### config.mk
export PLATFORM = sky130hd
export DESIGN_NAME = fir_prod_accumulator
export DESIGN_NICKNAME = d
export VERILOG_FILES = /design/src/rtl/fir_prod_accumulator.sv
export SDC_FILE = /design/constraint.sdc
export NUM_CORES = 1
export LEC_CHECK = 0
export ABC_AREA = 1
export BUFFER_PORTS_ARGS = -buffer_cell sky130_fd_sc_hd__buf_2
export CAP_MARGIN = 20
export CORE_MARGIN = 10
export CORE_UTILIZATION = 50
export CTS_BUF_LIST = sky130_fd_sc_hd__clkbuf_8
export CTS_CLUSTER_DIAMETER = 80
export CTS_CLUSTER_SIZE = 10
export DETAILED_ROUTE_END_ITERATION = 10
export HOLD_SLACK_MARGIN = 0.03
export PLACE_DENSITY = 0.74
export SLEW_MARGIN = 20
export SYNTH_ARGS = -nofsm -noshare
export SYNTH_HDL_FRONTEND = slang
export SYNTH_SLANG_ARGS = --single-unit
### constraint.sdc
create_clock -name clk -period 2.56 [get_ports clk]
set_input_delay 0.128 -clock clk [delete_from_list [all_inputs] [get_ports clk]]
set_output_delay 0.128 -clock clk [all_outputs]
set_load 0.1 [all_outputs]
### src/rtl/fir_prod_accumulator.sv
// Sums TAPS unsigned tap products per output sample and presents the result on a valid/ready port.
// Build option: define FIR_ACC_SAT_EN to saturate y on overflow (default build wraps modulo 2^OUT_W).
module fir_prod_accumulator #(
  parameter int TAPS   = 3,
  parameter int PROD_W = 16,
  parameter int ACC_W  = 18,
  parameter int OUT_W  = 16
) (
  input  logic              clk,
  input  logic              rst_n,
  input  logic              flush,
  input  logic              prod_valid,
  input  logic [PROD_W-1:0] prod,
  output logic              prod_ready,
  output logic              y_valid,
  input  logic              y_ready,
  output logic [OUT_W-1:0]  y,
  output logic              ovf,
  output logic              state_dbg
);

  // Handshake: a beat transfers on a rising edge where valid && ready; a source never
  // withdraws data on ready, and y/ovf are held stable while y_valid && !y_ready.

  localparam int CNT_W = (TAPS > 1) ? $clog2(TAPS) : 1;
  localparam logic [CNT_W-1:0] LAST_TAP = CNT_W'(TAPS - 1);
  localparam logic [ACC_W-1:0] OUT_MAX  = ACC_W'({OUT_W{1'b1}});

  typedef enum logic {
    ACCUM = 1'b0,
    LAST  = 1'b1
  } state_t;

  state_t             state_q, state_d;
  logic [CNT_W-1:0]   tap_cnt_q, tap_cnt_d;
  logic [ACC_W-1:0]   acc_q, acc_d;
  logic [ACC_W-1:0]   sum;
  logic [OUT_W-1:0]   y_d;
  logic               ovf_d;
  logic               y_valid_d;
  logic               take;
  logic               load;

  assign state_dbg = state_q;

  always_comb begin
    sum        = acc_q + ACC_W'(prod);
    // Only the final tap can stall: it needs a free (or draining) output register.
    prod_ready = !flush && (state_q != LAST || !y_valid || y_ready);
    take       = prod_valid && prod_ready;
    load       = take && (state_q == LAST);

    state_d    = state_q;
    tap_cnt_d  = tap_cnt_q;
    acc_d      = acc_q;
    y_d        = y;
    ovf_d      = ovf;
    y_valid_d  = y_valid;

    if (flush) begin
      state_d   = ACCUM;
      tap_cnt_d = '0;
      acc_d     = '0;
    end else if (take) begin
      if (state_q == LAST) begin
        state_d   = ACCUM;
        tap_cnt_d = '0;
        acc_d     = '0;
      end else begin
        acc_d     = (tap_cnt_q == '0) ? ACC_W'(prod) : sum;
        tap_cnt_d = tap_cnt_q + CNT_W'(1);
        state_d   = (tap_cnt_d == LAST_TAP) ? LAST : ACCUM;
      end
    end

    if (load) begin
      y_valid_d = 1'b1;
      ovf_d     = (sum > OUT_MAX);
`ifdef FIR_ACC_SAT_EN
      y_d       = (sum > OUT_MAX) ? {OUT_W{1'b1}} : sum[OUT_W-1:0];
`else
      y_d       = sum[OUT_W-1:0];
`endif
    end else if (y_ready) begin
      y_valid_d = 1'b0;
    end
  end

  always_ff @(posedge clk or negedge rst_n) begin
    if (!rst_n) begin
      state_q   <= ACCUM;
      tap_cnt_q <= '0;
      acc_q     <= '0;
      y         <= '0;
      ovf       <= 1'b0;
      y_valid   <= 1'b0;
    end else begin
      state_q   <= state_d;
      tap_cnt_q <= tap_cnt_d;
      acc_q     <= acc_d;
      y         <= y_d;
      ovf       <= ovf_d;
      y_valid   <= y_valid_d;
    end
  end

endmodule

# Word level (Yosys, flattened, before mapping)
# Index checks and enable logic that the tools add are counted.
# classes
add_sub_neg	2
n_lt_le_gt_ge	1
n_eq_ne	1
muxes	13
bitwise_logic	1
reduce_logical	10
# ops
op	count
$mux W18	4
$add A18 B16 Y18	1
$gt A18 B16 Y1 const B	1
$mux W1	6
$mux W2	3
$reduce_bool A2 Y1	2
$logic_and A1 B1 Y1	3
$add A2 B1 Y2 const B	1
$eq A2 B2 Y1 const B	1
$logic_not A1 Y1	2
$logic_not A2 Y1	1
$logic_or A1 B1 Y1	2
$not A1 Y1	1
# totals
reg_bits	39
input_bits	21

# Depth between registers and ports, before layout
# depth
ltp_word	7
mapped_depth	13

# Least setup slack after synthesis
# No wires, ideal clock.
# synth_timing
path_kind	reg2reg
from	reg state_q, in the netlist state_dbg
to	reg y[10]
setup_ps	120
arrival_time_ps	2723
required_time_ps	2440
path_slack_ps	-282
stages_incl_launch_ff	9
path_buffers	2
synth_period_minus_slack_ps	2842
cell_sequence	dfrtp_1 > a31oi_2 > nand2_1 > inv_2 > nand2_1 > buf_2 > buf_6 > nand2_1 > nand2_1
# synth_via
elab_chain_cells	6
# synth_lines
item	line	text
from (decl)	34	state_t state_q, state_d;
from (signal assigned)	98	state_q <= state_d;
$not A1 Y1	49	prod_ready = !flush && (state_q != LAST || !y_valid || y_ready);
$logic_or A1 B1 Y1 (2 in a row)	49	
$logic_and A1 B1 Y1	49	
via prod_ready	14	output logic prod_ready,
$logic_and A1 B1 Y1	50	take = prod_valid && prod_ready;
$logic_and A1 B1 Y1	51	load = take && (state_q == LAST);
to (signal assigned)	101	y <= y_d;
to (decl)	17	output logic [OUT_W-1:0] y,
# The timed path passes the listed nets, and every way through them passes these cells.
# A chain may end at the register's enable or synchronous reset.

# Worst setup path in the final report
# layout_timing
from	reg acc_q[0]
to	reg y[14]
# layout_via
elab_chain_cells	1
# layout_lines
item	line	text
from (decl)	36	logic [ACC_W-1:0] acc_q, acc_d;
from (signal assigned)	93	acc_q <= '0;
from (signal assigned)	100	acc_q <= acc_d;
$add A18 B16 Y18	47	sum = acc_q + ACC_W'(prod);
# Every way passes these cells.

==> results.cfg <==
[outcome]
status = finished clean

[routing]
drt_pass1_iterations = 4
wl_um = 6650
via_per_inst = 5.02
route.antenna.remaining_nets = 0
vias = 2534
drtIter0Drc = 104
wire_per_inst_um = 13.2
drc_errors = 0

[clocking]
clockBufferDepth = 2
cts-resized-gates = 0
cts_sinks = 39
cts_tree = yes
insertion_delay_ps = 290
cts_buffers = 5
h-tree-depth = 2
postCtsSetupBuffers = 0
clock-root-buffer = clkbuf_8
cts-hold-fix-buffers = 1
cts.clk_slew.worst_paths_ps = 80

[worst_hold_path]
hp-class = in2reg
whs_path_depth = 3

[logic_synthesis]
avgSynthCellArea_um2 = 7.01
synthMuxAreaShare = 0
yosys.area_share.adder = 0.0894
synth.distinct_cells = 31
ys_warn_count = 0
synth_compound_area_frac = 0.105
yosysSeqAreaShare = 0.356
synthCells = 391
synth_edf_count = 0
synth_ff_type = dfrtp_1
ys_ff_latch = 39
synth_nets = 431
synthSimpleGateAreaFrac = 0.345
async_reset_ff_frac = 1.00
synth_top_family_by_area = simple AND/OR/NAND/NOR gates
synth_area_mm2 = 0.00274
synth_xor_area_frac = 0.0224

[critical_path]
worst-path-max-fanout = 3
r2r_cells = 11
crit_start = acc_q[0]
worstSetupPathType = reg2reg
r2r-end = y[14]
cp.required_ps = 2750
crit_end = y[14]
reg2reg_from = acc_q[0]
r2r_setup_slack_ps = 550
arrival_ps = 2200
end_kind = flip-flop
critPathLaunchType = flip-flop

[sta]
setup_viol = 0
final.setup.tns_ps = 0
layout_worst_path_cycle_share = 0.787
slew_viol_final = 0
rsz0062_at_grt = no
fin_skew_ps = 5.80
hold_slack_ps = 84.5
tightest_slew_ps = 892
setup_ws_ps = 546
hold_viol = 0
fin_crit_ps = 2010
relSlewSlack = 0.405
fmax_ghz = 0.497

[power_and_ir_drop]
irDropWorstVdd_uv = 801
p_per_area_mw_per_mm2 = 1020
total_leakage_power_uw = 0.00178

[floorplanning]
initial_core_util = 0.527
coreArea_mm2 = 0.00520
die_h_um = 94.1
die_w_um = 94.1
rows = 26
die-area_mm2 = 0.00885
ioPinCount = 41

[grt]
grt_pass1_vias = 2560
grt_max_degree = 40
grtUsageTotal = 0.158
grt_pass1_wl_um = 11400
grt_remaining_overflow = 0
antenna_found_initial = 0

[placed_design]
place_hpwl_um = 4990
io_buffers = 40
gp_congestion = 0.902
pre_cts_ws_ps = 560

[job]
max-cap-violations = 0

[finish]
nets = 474
fillers = 508
syn_to_final_growth_pct = 13.9
drive_above_1_share = 0.186
antenna_cells = 0
critical path, stage by stage (launching register included):
cell and delay (ps):
dfrtp_1 380, ha_1 230, fa_1 420, nand3_1 120, nand3_2 100, nand2_1 80, nand2_1 110, nand2_1 130
nand2_1 60, nand2_1 80, nand3_1 80, o21a_1 120
Yosys cell counts (all sizes together), types with 2 or more instances:
cell type,number,share of area
buf,7,0.016
nand2,157,0.22
ha,18,0.082
nand3,26,0.055
dfrtp,39,0.36
xor2,5,0.016
o21bai,3,0.0082
nor3,2,0.0055
nor2,33,0.055
inv,47,0.064
o211ai,2,0.0055
o21a,3,0.0082
xnor2,2,0.0064
a21oi,12,0.026
o21ai,29,0.053
kinds of logic (layout without fill, tap and decap cells):
| group | count (synthesis) | after routing |
|---|---|---|
| AO/OA/AOI/OAI | 50 | 50 |
| adder cells (fa/ha/maj) | 19 | 19 |
| AND/OR/NAND/NOR | 221 | 221 |
| buffers and inverters | 55 | 99 |
| XOR/XNOR | 7 | 7 |
| flip-flops | 39 | 39 |
routing by layer:
layer / vias up / share of wire / global-route usage
li1: 1315 / - / -
met1: 1169 / 0.46 / 0.187
met2: 42 / 0.48 / 0.277
met3: 8 / 0.048 / 0.0368
met4: 0 / 0.012 / 0.0481
met5: - / 0 / 0
how the worst min path moves through the flow:
stage             from       end  slack (ps)
2_1_floorplan    rst_n  acc_q[0]        -170
3_3_place_gp     rst_n   y_valid         290
3_5_place_dp     rst_n   y_valid         310
4_1_cts        prod[5]  acc_q[5]          80
5_1_grt        prod[5]  acc_q[5]          80
6_report       prod[5]  acc_q[5]          80
power by group:
| group | total, uW | leakage, uW | internal (uW) | switching [uW] |
|---|---|---|---|---|
| Combinational | 1860 | 0.00122 | 361 | 1500 |
| Sequential | 873 | 0.000506 | 786 | 87.0 |
| Clock | 460 | 0.0000557 | 242 | 218 |
| Total | 3190 | 0.00178 | 1390 | 1800 |
area by class of cell:
type,count,area [um^2],area share
Multi-Input combinational cell,297,1550,0.497
Sequential cell,39,976,0.312
Timing Repair Buffer,44,233,0.0745
Inverter,47,176,0.0565
Clock buffer,7,96.3,0.0308
Tap cell,70,87.6,0.0280
Clock inverter,1,3.75,0.00120
sequential cells by signal, summed over array words and instances (netlist names):
register and flops:
acc_q 18, ovf 1, state_dbg 1, tap_cnt_q 2, y 16, y_valid 1
metrics by stage:
step / std cells / cell area, um^2 / utilization / power (uW)
finish: 505 / 3120 / 0.600 / 3190
global route: 505 / 3120 / 0.600 / 3390
CTS: 505 / 3120 / 0.600 / 3220
detailed placement: 496 / 3010 / 0.579 / 2750
global placement: 496 / 3010 / 0.579 / 2730
floorplan: 391 / 2750 / - / 2420
cell usage in the layout, fill, tap and decap left out, types with 8 or more instances in the layout:
cell       n
o21ai_0   22
nor2_1    28
a21oi_1    9
dfrtp_1   39
ha_1      18
nand2_2    8
buf_2     40
nand2_1  149
nand3_1   22
inv_1     41
(Power assumes the default switching activity.)
